**config.mk**
```make
export PLATFORM = sky130hd
export DESIGN_NAME = mdr_mem_ctrl
export DESIGN_NICKNAME = d
export VERILOG_FILES = /design/src/rtl/mdr_mem_ctrl.sv
export SDC_FILE = /design/constraint.sdc
export NUM_CORES = 1
export LEC_CHECK = 0
export BUFFER_PORTS_ARGS = -buffer_cell sky130_fd_sc_hd__buf_2
export CORE_ASPECT_RATIO = 0.6
export CORE_MARGIN = 2
export CORE_UTILIZATION = 37
export DETAILED_ROUTE_END_ITERATION = 8
export PLACE_DENSITY = 0.85
export SYNTH_ARGS = -nofsm -noshare
export SYNTH_HDL_FRONTEND = slang
export SYNTH_SLANG_ARGS = --single-unit
```
**constraint.sdc**
```tcl
create_clock -name clock -period 1.5 [get_ports clock]
set_clock_uncertainty 0.1 [all_clocks]
set_input_delay 0.375 -clock clock [delete_from_list [all_inputs] [get_ports clock]]
set_output_delay 0.375 -clock clock [all_outputs]
set_load 0.01 [all_outputs]
```
**src/rtl/mdr_mem_ctrl.sv**
```systemverilog
// Memory-access sequencer for the MAR/MDR path: loads MAR, optionally MDR, and runs a
// req/ack handshake with a bounded wait, reporting done or timeout.
module mdr_mem_ctrl #(
  parameter int unsigned ADDR_W  = 9,
  parameter int unsigned TIMEOUT = 15
) (
  input  logic              clock,
  input  logic              reset,
  input  logic              start,
  input  logic              write,
  input  logic [31:0]       addr,
  output logic              busy,
  output logic              done,
  output logic              err,
  output logic              MARin,
  output logic              MDRin,
  output logic              MDR_in,
  output logic [ADDR_W-1:0] mem_addr,
  output logic              mem_req,
  output logic              mem_we,
  input  logic              mem_ack
);

  localparam int unsigned CntW = (TIMEOUT > 1) ? $clog2(TIMEOUT) : 1;
  localparam logic [CntW-1:0] CntLast = CntW'(TIMEOUT - 1);

  typedef enum logic [1:0] {StIdle, StSetup, StReq, StDone} state_e;

  state_e            state_q, state_d;
  logic [ADDR_W-1:0] addr_q, addr_d;
  logic              we_q, we_d;
  logic              err_q, err_d;
  logic [CntW-1:0]   cnt_q, cnt_d;

  // Upper address bits are deliberately dropped.
  logic unused_addr;
  assign unused_addr = ^addr[31:ADDR_W];

  always_ff @(posedge clock) begin
    if (!reset) begin
      state_q <= StIdle;
      addr_q  <= '0;
      we_q    <= 1'b0;
      err_q   <= 1'b0;
      cnt_q   <= '0;
    end else begin
      state_q <= state_d;
      addr_q  <= addr_d;
      we_q    <= we_d;
      err_q   <= err_d;
      cnt_q   <= cnt_d;
    end
  end

  always_comb begin
    state_d = state_q;
    addr_d  = addr_q;
    we_d    = we_q;
    err_d   = err_q;
    cnt_d   = cnt_q;
    busy    = 1'b0;
    done    = 1'b0;
    MARin   = 1'b0;
    MDRin   = 1'b0;
    MDR_in  = 1'b0;
    mem_req = 1'b0;
    mem_we  = 1'b0;

    unique case (state_q)
      StIdle: begin
        if (start) begin
          addr_d  = addr[ADDR_W-1:0];
          we_d    = write;
          err_d   = 1'b0;
          state_d = StSetup;
        end
      end
      StSetup: begin
        busy    = 1'b1;
        MARin   = 1'b1;
        // Store: MDR takes the store data from BusMuxOut (MDR_in stays 0).
        MDRin   = we_q;
        cnt_d   = '0;
        state_d = StReq;
      end
      StReq: begin
        busy    = 1'b1;
        mem_req = 1'b1;
        mem_we  = we_q;
        // Ack is checked first so it wins over a coincident timeout.
        if (mem_ack) begin
          if (!we_q) begin
            MDRin  = 1'b1;
            MDR_in = 1'b1;
          end
          state_d = StDone;
        end else if (cnt_q == CntLast) begin
          err_d   = 1'b1;
          state_d = StDone;
        end else begin
          cnt_d = cnt_q + 1'b1;
        end
      end
      StDone: begin
        busy    = 1'b1;
        done    = 1'b1;
        state_d = StIdle;
      end
      default: state_d = StIdle;
    endcase
  end

  assign err      = err_q;
  assign mem_addr = addr_q;

endmodule

```
# [Word-level counts from Yosys, hierarchy flattened]
# Cells that the tools add are included.
[word_totals] register_bits=17 latchBits=0 ram_bits=0 elab_cells=43 memories=0 romBits=0
[op_classes] n_reduce_logical=8 order_cmp=0 eq_ne=9 n_div=0 n_shift=0 bitwise_logic=0 multipliers=0 n_addsub=1 n_mux=20
[ops] operator="1-bit two-way mux" count=11
[ops] operator="4-bit two-way mux" count=2
[ops] operator="2-bit != test, second input constant" count=4
[ops] operator="2-bit one-hot mux with 4 select lines" count=1
[ops] operator="4-bit one-hot mux with 2 select lines" count=1
[ops] operator="2-bit two-way mux" count=3
[ops] operator="4-bit by 1-bit adder with 4-bit output, second input constant" count=1
[ops] operator="2-bit == test, second input constant" count=2
[ops] operator="4-bit == test, second input constant" count=1
[ops] operator="1-bit one-hot mux with 2 select lines" count=2
[ops] operator="2-bit AND reduction" count=2
[ops] operator="4-bit AND reduction" count=1
[ops] operator="2-bit nonzero test" count=2
[ops] operator="3-bit != test, second input constant" count=1
[ops] operator="3-bit AND reduction" count=1
[ops] operator="3-bit OR reduction" count=1
[ops] operator="2-bit by 1-bit == test with 1-bit output, second input constant" count=1
[ops] operator="2-bit logical NOT" count=1

# [Longest topological paths before layout]
# Gate-level depths: netlist of the first run.
[depth] word_depth=4 depth_mapped=6 mapped_depth_nobuf=5

# [Worst setup path after synthesis of the first run]
# OpenSTA, ideal clock, no wires.
[synth_timing] path_kind="reg-to-output" from="register state_q[0]" to="output MDRin" arrival_ns=1.397 required_time_ns=1.025 setup_slack_ns=-0.372 n_path_buf=1 stages_incl_launch_ff=7 path_cell_list="dfxtp_1 -> inv_1 -> ha_1 -> buf_2 -> and2_1 -> nor2b_1 -> o21a_1"
[synth_via] elab_chain_len=2 elab_cells_between_ends=3
[synth_lines] element="start: declaration" line="29" source="state_e state_q, state_d;"
[synth_lines] element="start signal: assignment" line="41" source="state_q <= StIdle;"
[synth_lines] element="start signal: assignment" line="47" source="state_q <= state_d;"
[synth_lines] element="2-bit == test / 2-bit by 1-bit == test with 1-bit output (equally long branches)" line="69" source="unique case (state_q)"
[synth_lines] element="1-bit one-hot mux with 2 select lines (*)" line="69"
[synth_lines] element="end: declaration" line="16" source="output logic MDRin,"
# Mark *: on every way between the ends. The rest lies on a longest branch, timed or not.

# [Worst setup path in the final report of the first run]
# Ends and elaborated chain as after synthesis.

==> results of run 1 <==
## cells in the mapped netlist
| master | number |
|---|---|
| a21boi_0 | 6 |
| buf_6 | 1 |
| nand2b_1 | 3 |
| a2111oi_1 | 1 |
| inv_1 | 4 |
| mux2i_1 | 2 |
| o21a_1 | 1 |
| ha_1 | 7 |
| nor2_1 | 1 |
| a21oi_1 | 1 |
| nand3_1 | 3 |
| and3_1 | 2 |
| o211ai_1 | 2 |
| buf_2 | 1 |
| a21boi_1 | 6 |
| nor3_1 | 1 |
| o221a_1 | 2 |
| and2_1 | 4 |
| o21ba_1 | 1 |
| or3_1 | 2 |
| clkbuf_1 | 4 |
| nor2b_1 | 4 |
| nand2_1 | 23 |
| o221ai_1 | 1 |
| dfxtp_1 | 17 |
## logic make-up after synthesis
logic type,synth area share (%)
compound gates,19.5
buf+inv,5.34
simple gates,23.5
mux,2.31
fa+ha+maj,10.1
flops,39.3
## power breakdown
group	switching [W]	internal [W]	total [W]
sequential	0.0000683	0.000556	0.000624
combinational	0.000576	0.000715	0.00129
clock	0.000159	0.000187	0.000345
## worst max path at each step
stage,from,endpoint
6_report,state_q[0],MDRin
5_1_grt,state_q[0],MDRin
4_1_cts,state_q[0],MDRin
3_5_place_dp,state_q[1],MDRin
3_3_place_gp,state_q[1],MDRin
2_1_floorplan,state_q[0],MDRin
## cell type report
type / count / share of cell area [%]
timing repair buffer: 50 / 25.6
inverter: 4 / 1.10
tap: 30 / 2.76
sequential: 17 / 25.5
clock buffer: 3 / 3.04
clock inverter: 1 / 0.552
multi-input combinational: 73 / 41.4
## critical path: stages (launching register included)
cell,delay [ns]
dfxtp_2,0.34
inv_2,0.06
ha_4,0.15
and2_4,0.13
nor2b_4,0.12
o21a_1,0.16
buf_2,0.13
## per-layer routing
layer  share of wire [%]  wire (um)
met4                 1.2         25
met1                  42        915
met2                  49       1070
met5                   0          0
met3                 7.1        153
## registers in the layout (all words and copies together), names as in the netlist
register / flops
mem_addr: 9
cnt_q: 4
state_q: 2
err: 1
we_q: 1
## timing repair
action	4_1_cts	5_1_grt
setup endpoints to repair	21	22
gates resized for setup	19	12
pin swaps	4	6
setup buffers	9	2
## through the flow
stage          cells  total power, W  cell area (um^2)  setup TNS [ns]
6_report         178         0.00226              1360           -1.23
5_1_grt          178         0.00243              1360           -1.94
4_1_cts          177         0.00218              1330           -1.89
3_5_place_dp     165         0.00153              1140          -0.447
3_3_place_gp     165         0.00148              1140          -0.240
2_1_floorplan    100         0.00114               898          -0.148
==> summary.txt, run 1 <==
Floorplan
  • Die height: 41.5 um
  • Die ar.: 0.00276 mm^2
  • Starting Density: between 30% and 40%
  • IO Count: 54
  • Row count: 13
  • Die Wd: 66.5 um
  • Core region area: 0.00220 mm^2

Clocking
  • Worst-path clk slew: 0.07 ns
  • CTS buffer count: 3
  • Clk Latency, worst-skew pair: between 0.2 and 0.3 ns
  • CTS tree: built
  • Clk sinks: 17
  • CTS H-tree depth: 1
  • Clock buffer depth: 2
  • Cts hold-fix bufs: 0
  • Root buf cell: clkbuf_8

Yosys
  • Synthesized cell area: 867 um^2
  • Mapped Nets: 144
  • Syn Area/Cell: 8.67 um^2
  • Post-synthesis sequential area ratio: around two fifths
  • Synth Register Bits: 17
  • Largest area contributor in the netlist: dfxtp_1
  • Post-synth cell types: 25
  • Area contributors post-synth: dfxtp_1, ha_1, nand2_1
  • Mapped Cells: 100
  • Yosys top cell area share: 39.2%
  • YS warnings: 0

Min path
  • Worst hold endpoint: we_q
  • Hold crit path type: primary input to flip-flop
  • Hold Startpoint: write
  • Hold depth: 3

Critical path
  • Reg2Reg Launch Point: state_q[0]
  • Worst setup SP type: flip-flop
  • Reg2Reg Setup Slack: -0.09 ns
  • Critical path class: flip-flop to output pin
  • Worst-path fanout max: 3
  • Worst Reg-to-Reg Cells: 7
  • Reg2reg end: state_q[0]
  • Arrival time worst endpoint: 1.33 ns
  • Crit end category: output pin
  • Worst Path Required: about 1.0 ns

Finish
  • Multi-input logic area: 563 um^2
  • Area growth syn-to-layout: 56.7%
  • Final design utilization: 61.9%
  • Commonest non-fill, non-tap cells in the layout: buf_2, nand2_1, buf_4
  • Antenna diodes: 0
  • NumNets Final: 193
  • Commonest non-fill, non-tap cell in the layout: buf_2
  • Layout cell share with drive strength beyond 1: 49.3%
  • Register area: between 300 and 400 um^2
  • Fillers: just under 200

Power
  • Peak VDD IR: 1.05 mV
  • Pwr/cell area: ~1700 mW/mm^2
  • Static Leak: a little over 0.6 nW

Timing
  • Worst slew pin tran: 0.299 ns
  • Max-slew violations: 0
  • Slew HR: between 80% and 90%
  • Hold Violations, Final: 0
  • Tmin final: 1.81 ns
  • Achievable Freq: 553 MHz
  • Setup ws final: -0.307 ns
  • Final period util: 120%
  • Setup-failing EPs final: 12
  • Hold_ws: 0.250 ns
  • Unrepaired setup endpoints after global routing: true

Place
  • Place WS: -0.155 ns
  • Dpl hpwl: approximately 1.6 mm
  • Port Buffers: 30
  • Routability congestion estimate: 0.697

Global route
  • Total grt overflow: 0
  • Met3 Track Usage GR: 7.05%
  • Largest net degree at the start of global routing: 20
  • GRT Util Overall: 17.2%
  • Most Crowded Layer GR: met2
  • Global Route met2 Usage: between 20 and 30%
  • Grt met1 use: 19.9%
  • Via count of the first global-routing pass: 816
  • Initial antenna violation count: 0
  • First-pass GRT wire length: 3.58 mm

Routing
  • Via density: slightly below 5
  • Starting DRT DRC Count: 31
  • Routed Antenna Nets: 0
  • # DRC: 0
  • Routed wire per std cell: 12.2 um
  • First-pass DRT Iterations: 4
  • Total number of vias: 856
  • Drt total wl: 2.17 mm

Outcome
  • Outcome: complete, but fails checks
  • Violated checks: negative setup slack

Run
  • Number of max-cap violations: 0
Note: power is estimated with default switching activity, not from simulation.
==> inputs of run 2 (changes only) <==
REMOVE_ABC_BUFFERS = 1   (was not set)
SETUP_SLACK_MARGIN = 0.4   (was not set)
==> run 2 against run 1 <==
Compared with the run above:
- the flow still finishes with violations (negative setup slack)
- via count increased by 8.4%
- critical path depth unchanged
- combinational power increased by 31%
- core utilization increased by 9.4 points
- first-iteration DRC count increased by 32%
- largest cell class unchanged
- non-clock buffer count increased by 4
- sequential share of layout area decreased by 2.6 points
- largest power group unchanged
- final cell count increased by 2.8%
- critical path type unchanged
==> summary.txt, run 2 (synthesized netlist as in run 1, its figures left out) <==
Global route
  • Grt met1 use: roughly a quarter
  • Via count of the first global-routing pass: approximately 880
  • Largest net degree at the start of global routing: 20
  • First-pass GRT wire length: about 4.2 mm
  • GRT Util Overall: about a fifth
  • Total grt overflow: 0
  • Most Crowded Layer GR: met2
  • Global Route met2 Usage: 33.8%
  • Initial antenna violation count: 0
  • Met3 Track Usage GR: 4.88%

Critical path
  • Critical path class: flip-flop to output pin
  • Worst Path Required: 1.02 ns
  • Crit end category: output pin
  • Worst-path fanout max: 3
  • Worst setup SP type: flip-flop
  • Arrival time worst endpoint: roughly 1.4 ns

Outcome
  • Outcome: complete, but fails checks
  • Violated checks: negative setup slack

Timing
  • Achievable Freq: 528 MHz
  • Setup-failing EPs final: 13
  • Worst slew pin tran: between 0.3 and 0.4 ns
  • Final period util: 126%
  • Slew HR: 78.4%
  • Unrepaired setup endpoints after global routing: true
  • Hold Violations, Final: 0
  • Max-slew violations: 0
  • Tmin final: 1.89 ns
  • Setup ws final: -0.392 ns
  • Hold_ws: 0.242 ns

Floorplan
  • Die height: 41.5 um
  • Row count: 13
  • Starting Density: 39.5%
  • IO Count: 54
  • Die ar.: 0.00276 mm^2
  • Core region area: ~0.0022 mm^2
  • Die Wd: 66.5 um

Routing
  • Starting DRT DRC Count: 41
  • Total number of vias: just over 900
  • # DRC: 0
  • Routed wire per std cell: around 15 um
  • Via density: 5.07
  • Drt total wl: 2.81 mm
  • First-pass DRT Iterations: 4
  • Routed Antenna Nets: 0

Power
  • Peak VDD IR: between 1 and 1.5 mV
  • Pwr/cell area: 1720 mW/mm^2
  • Tot Pwr: 0.00269 W
  • Static Leak: 0.691 nW

Clocking
  • Root buf cell: clkbuf_8
  • Clk sinks: 17
  • CTS buffer count: 3
  • Clock buffer depth: 2
  • Worst-path clk slew: 0.07 ns
  • Clk Latency, worst-skew pair: 0.25 ns
  • Cts hold-fix bufs: 0
  • CTS tree: built
  • CTS H-tree depth: 1

Finish
  • Fin cells: 183
  • NumNets Final: 198
  • Antenna diodes: 0
  • Commonest non-fill, non-tap cells in the layout: buf_6, nand2_1, buf_2
  • Layout cell share with drive strength beyond 1: 61.4%
  • Final design utilization: between 70% and 80%
  • Area growth syn-to-layout: 80.5%
  • Commonest non-fill, non-tap cell in the layout: buf_6
  • Number of flip-flops in the largest register: 9

Run
  • Number of max-cap violations: 0

Min path
  • Hold crit path type: primary input to flip-flop

Place
  • Dpl cells: approximately 170
  • Dpl hpwl: 1.64 mm
  • Port Buffers: 30
  • Place WS: -0.164 ns
  • Routability congestion estimate: 0.839
## run 2: cell count changes in the layout (fill, tap and decap cells not counted), sizes merged
cell      delta
and2         +1
buf          +4
clkinv       +1
clkinvlp     -1
## run 2: path summary, 6_finish.rpt
| path | slack [ns] | start | cells after the start | to |
|---|---|---|---|---|
| setup / recovery | -0.39 | state_q[0] | 6 | MDRin |
| hold / removal | 0.24 | addr[0] | 3 | mem_addr[0] |
| setup reg to reg | -0.12 | state_q[0] | 8 | state_q[0] |
| hold reg to reg | 0.36 | mem_addr[0] | 2 | mem_addr[0] |
## run 2: what timing repair did
action	in CTS	in global routing
setup endpoints to repair	34	34
pin swaps	10	9
resized for setup	69	15
cloned	1	0
setup buffers	5	7
endpoints found under the hold margin	0	0
## run 2: worst max-delay path, cell delays in order, from the launching register on
cell and delay [ns]:
dfxtp_2 0.35, inv_2 0.06, ha_4 0.16, and2_4 0.14, nor2b_4 0.12, o21a_1 0.19
buf_2 0.15
## run 2: through the flow
stage | TNS (ns) | area (um^2)
after floorplan | -0.595 | 836
after CTS | -1.05 | 1460
after detailed placement | -0.549 | 1110
final | -1.99 | 1570
after global placement | -0.186 | 1110
after global routing | -2.54 | 1570
## run 2: area by class of cell
type / instances / area [um^2]
inverters: 4 / 17.5
flip-flops and latches: 17 / 359
well taps: 30 / 37.5
clock inverters: 1 / 5.00
multi-input cells: 74 / 638
repair buffers: 54 / 467
clock buffers: 3 / 41.3
fillers: 153 / 631
## run 2: power by group
part	internal [W]	switching, W	leakage (nW)
Sequential	0.000569	0.0000869	0.144
Clock	0.000184	0.000160	0.0255
Combinational	0.000966	0.000728	0.521
Total	0.00172	0.000974	0.691
## run 2: routing by layer
layer,share of wire (%),up-vias
li1,-,445
met1,43,441
met2,49,38
met3,5.9,4
met4,1.2,0
met5,0,-
==> inputs of run 3 (changes only) <==
HOLD_SLACK_MARGIN = 0.03   (was not set)
PLACE_DENSITY = 0.82   (was 0.85)
==> run 3 against run 2 <==
Compared with the run above:
- non-clock buffer count increased by 4
- the flow still finishes with violations (negative setup slack)
- sequential power increased by 2%
- largest power group unchanged
- sequential share of layout area is 0.94 points lower
- critical endpoint unchanged
- flip-flop and latch count is the same
- via count increased by 3.6%
- final cell count is 2.2% higher
==> summary.txt, run 3 (synthesized netlist as in run 1, its figures left out) <==
Place
  • Placed Area: 0.00111 mm^2
  • Port Buffers: 30
  • Dpl cells: ~170
  • Dpl hpwl: 1.56 mm
  • Routability congestion estimate: 0.762

Critical path
  • Crit path cell chain: inv_2, ha_4, and2_4, nor2b_4, o21a_1, buf_6
  • Critical path class: flip-flop to output pin
  • CP delay by family, top: flip-flops
  • Worst-path fanout max: 2
  • Arrival time worst endpoint: roughly 1.4 ns
  • Crit path largest cell delay: 0.35 ns
  • Buf/Inv on CP: 2
  • Crit end category: output pin
  • Worst Path Required: 1.02 ns
  • Worst setup SP type: flip-flop
  • Crit path max-delay cell type: dfxtp_2

Finish
  • Antenna diodes: 0
  • Fin cells: 187
  • Commonest non-fill, non-tap cell in the layout: buf_6
  • Layout cell share with drive strength beyond 1: 66.9%
  • Number of flip-flops in the largest register: 9
  • Commonest non-fill, non-tap cells in the layout: buf_6, nand2_1, buf_2
  • NumNets Final: 202
  • Fillers: about 150
  • Area growth syn-to-layout: 90.2%
  • Final instance area: 0.00165 mm^2

Outcome
  • Outcome: complete, but fails checks
  • Violated checks: negative setup slack

Run
  • Number of max-cap violations: 0

Routing
  • Drt total wl: 2.99 mm
  • Routed Antenna Nets: 0
  • First-pass DRT Iterations: 4
  • Routed wire per std cell: between 15 and 20 um
  • Via density: about 5.1
  • Total number of vias: 961
  • Starting DRT DRC Count: 39
  • # DRC: 0

Timing
  • Tmin final: 1.89 ns
  • Setup-failing EPs final: 15
  • Max-slew violations: 0
  • Hold Violations, Final: 0
  • Worst slew pin tran: 0.328 ns
  • Hold_ws: about 0.25 ns
  • Slew HR: 78.1%
  • Unrepaired setup endpoints after global routing: true
  • Achievable Freq: 530 MHz
  • Final period util: 126%
  • Setup ws final: -0.389 ns

Global route
  • Via count of the first global-routing pass: 880
  • Initial antenna violation count: 0
  • Largest net degree at the start of global routing: 20
  • First-pass GRT wire length: 4.22 mm
  • GRT Util Overall: 20.5%
  • Total grt overflow: 0

Power
  • Static Leak: 0.728 nW
  • Pwr/cell area: approximately 1700 mW/mm^2
  • Peak VDD IR: 0.905 mV

Clocking
  • Clk sinks: 17
  • Worst-path clk slew: 0.07 ns
  • CTS H-tree depth: 1
  • Cts hold-fix bufs: 0
  • CTS tree: built
  • CTS buffer count: 3
  • Clock buffer depth: 2
  • Root buf cell: clkbuf_8
  • Clk Latency, worst-skew pair: ~0.25 ns

Floorplan
  • IO Count: between 50 and 60
  • Die Wd: 66.5 um
  • Die ar.: 0.00276 mm^2
  • Die height: 41.5 um
  • Starting Density: 39.5%
  • Row count: 13
  • Core region area: 0.00220 mm^2

Min path
  • Hold crit path type: primary input to flip-flop
run 3: changes by cell type in the layout (fill, tap and decap cells not counted), sizes merged:
cell | previous run | this run
buf | 54 | 58
run 3: where the power goes:
group | switching [W] | internal, W | total, W
Clock | 0.000161 | 0.000184 | 0.000345
Combinational | 0.000782 | 0.00104 | 0.00183
Sequential | 0.0000974 | 0.000569 | 0.000667
run 3: what timing repair did:
action                     4_1_cts  5_1_grt
gates cloned                     1        0
pin swaps                       14       13
buffers inserted                 9        7
resized for setup               81       17
setup endpoints to repair       34       34
run 3: metrics by stage:
| step | utilization (%) | worst slack (ns) | power [W] | setup TNS [ns] |
|---|---|---|---|---|
| after floorplan | - | -0.359 | 0.00106 | -0.595 |
| after global placement | 50.7 | -0.140 | 0.00144 | -0.333 |
| after detailed placement | 50.7 | -0.154 | 0.00148 | -0.491 |
| after CTS | 70.1 | -0.332 | 0.00258 | -1.63 |
| after global routing | 75.1 | -0.425 | 0.00297 | -2.92 |
| final | 75.1 | -0.389 | 0.00284 | -2.24 |
run 3: worst reg2reg max path: stages (launching register included):
cell and delay [ns]:
dfxtp_2 0.34, inv_2 0.07, ha_4 0.13, buf_4 0.10
buf_6 0.11, buf_8 0.13, nand2b_2 0.11, o21ba_2 0.24
o221a_1 0.23
run 3: final cells by class:
| class | instances | area (um^2) | area share (%) |
|---|---|---|---|
| Tap cell | 30 | 37.5 | 2.28 |
| Clock buffer | 3 | 41.3 | 2.50 |
| Timing Repair Buffer | 58 | 518 | 31.4 |
| Sequential cell | 17 | 363 | 22.0 |
| Inverter | 4 | 20.0 | 1.21 |
| Multi-Input combinational cell | 74 | 664 | 40.3 |
| Clock inverter | 1 | 5.00 | 0.303 |
run 3: per-layer routing:
layer  global-route usage [%]  wire [um]  part of all wire [%]
met1                     23.5       1250                    42
met2                     38.0       1570                    53
met3                     3.79        141                   4.7
met4                     6.94         25                  0.84
met5                        0          0                     0
run 3: final timing paths:
| kind | from | to | slack (ns) | cells after the start |
|---|---|---|---|---|
| worst min-delay path | addr[6] | mem_addr[6] | 0.25 | 3 |
| worst max register to register | state_q[0] | state_q[0] | -0.17 | 8 |
| worst max-delay path | state_q[0] | MDRin | -0.39 | 6 |
| worst min register to register | mem_addr[2] | mem_addr[2] | 0.37 | 2 |
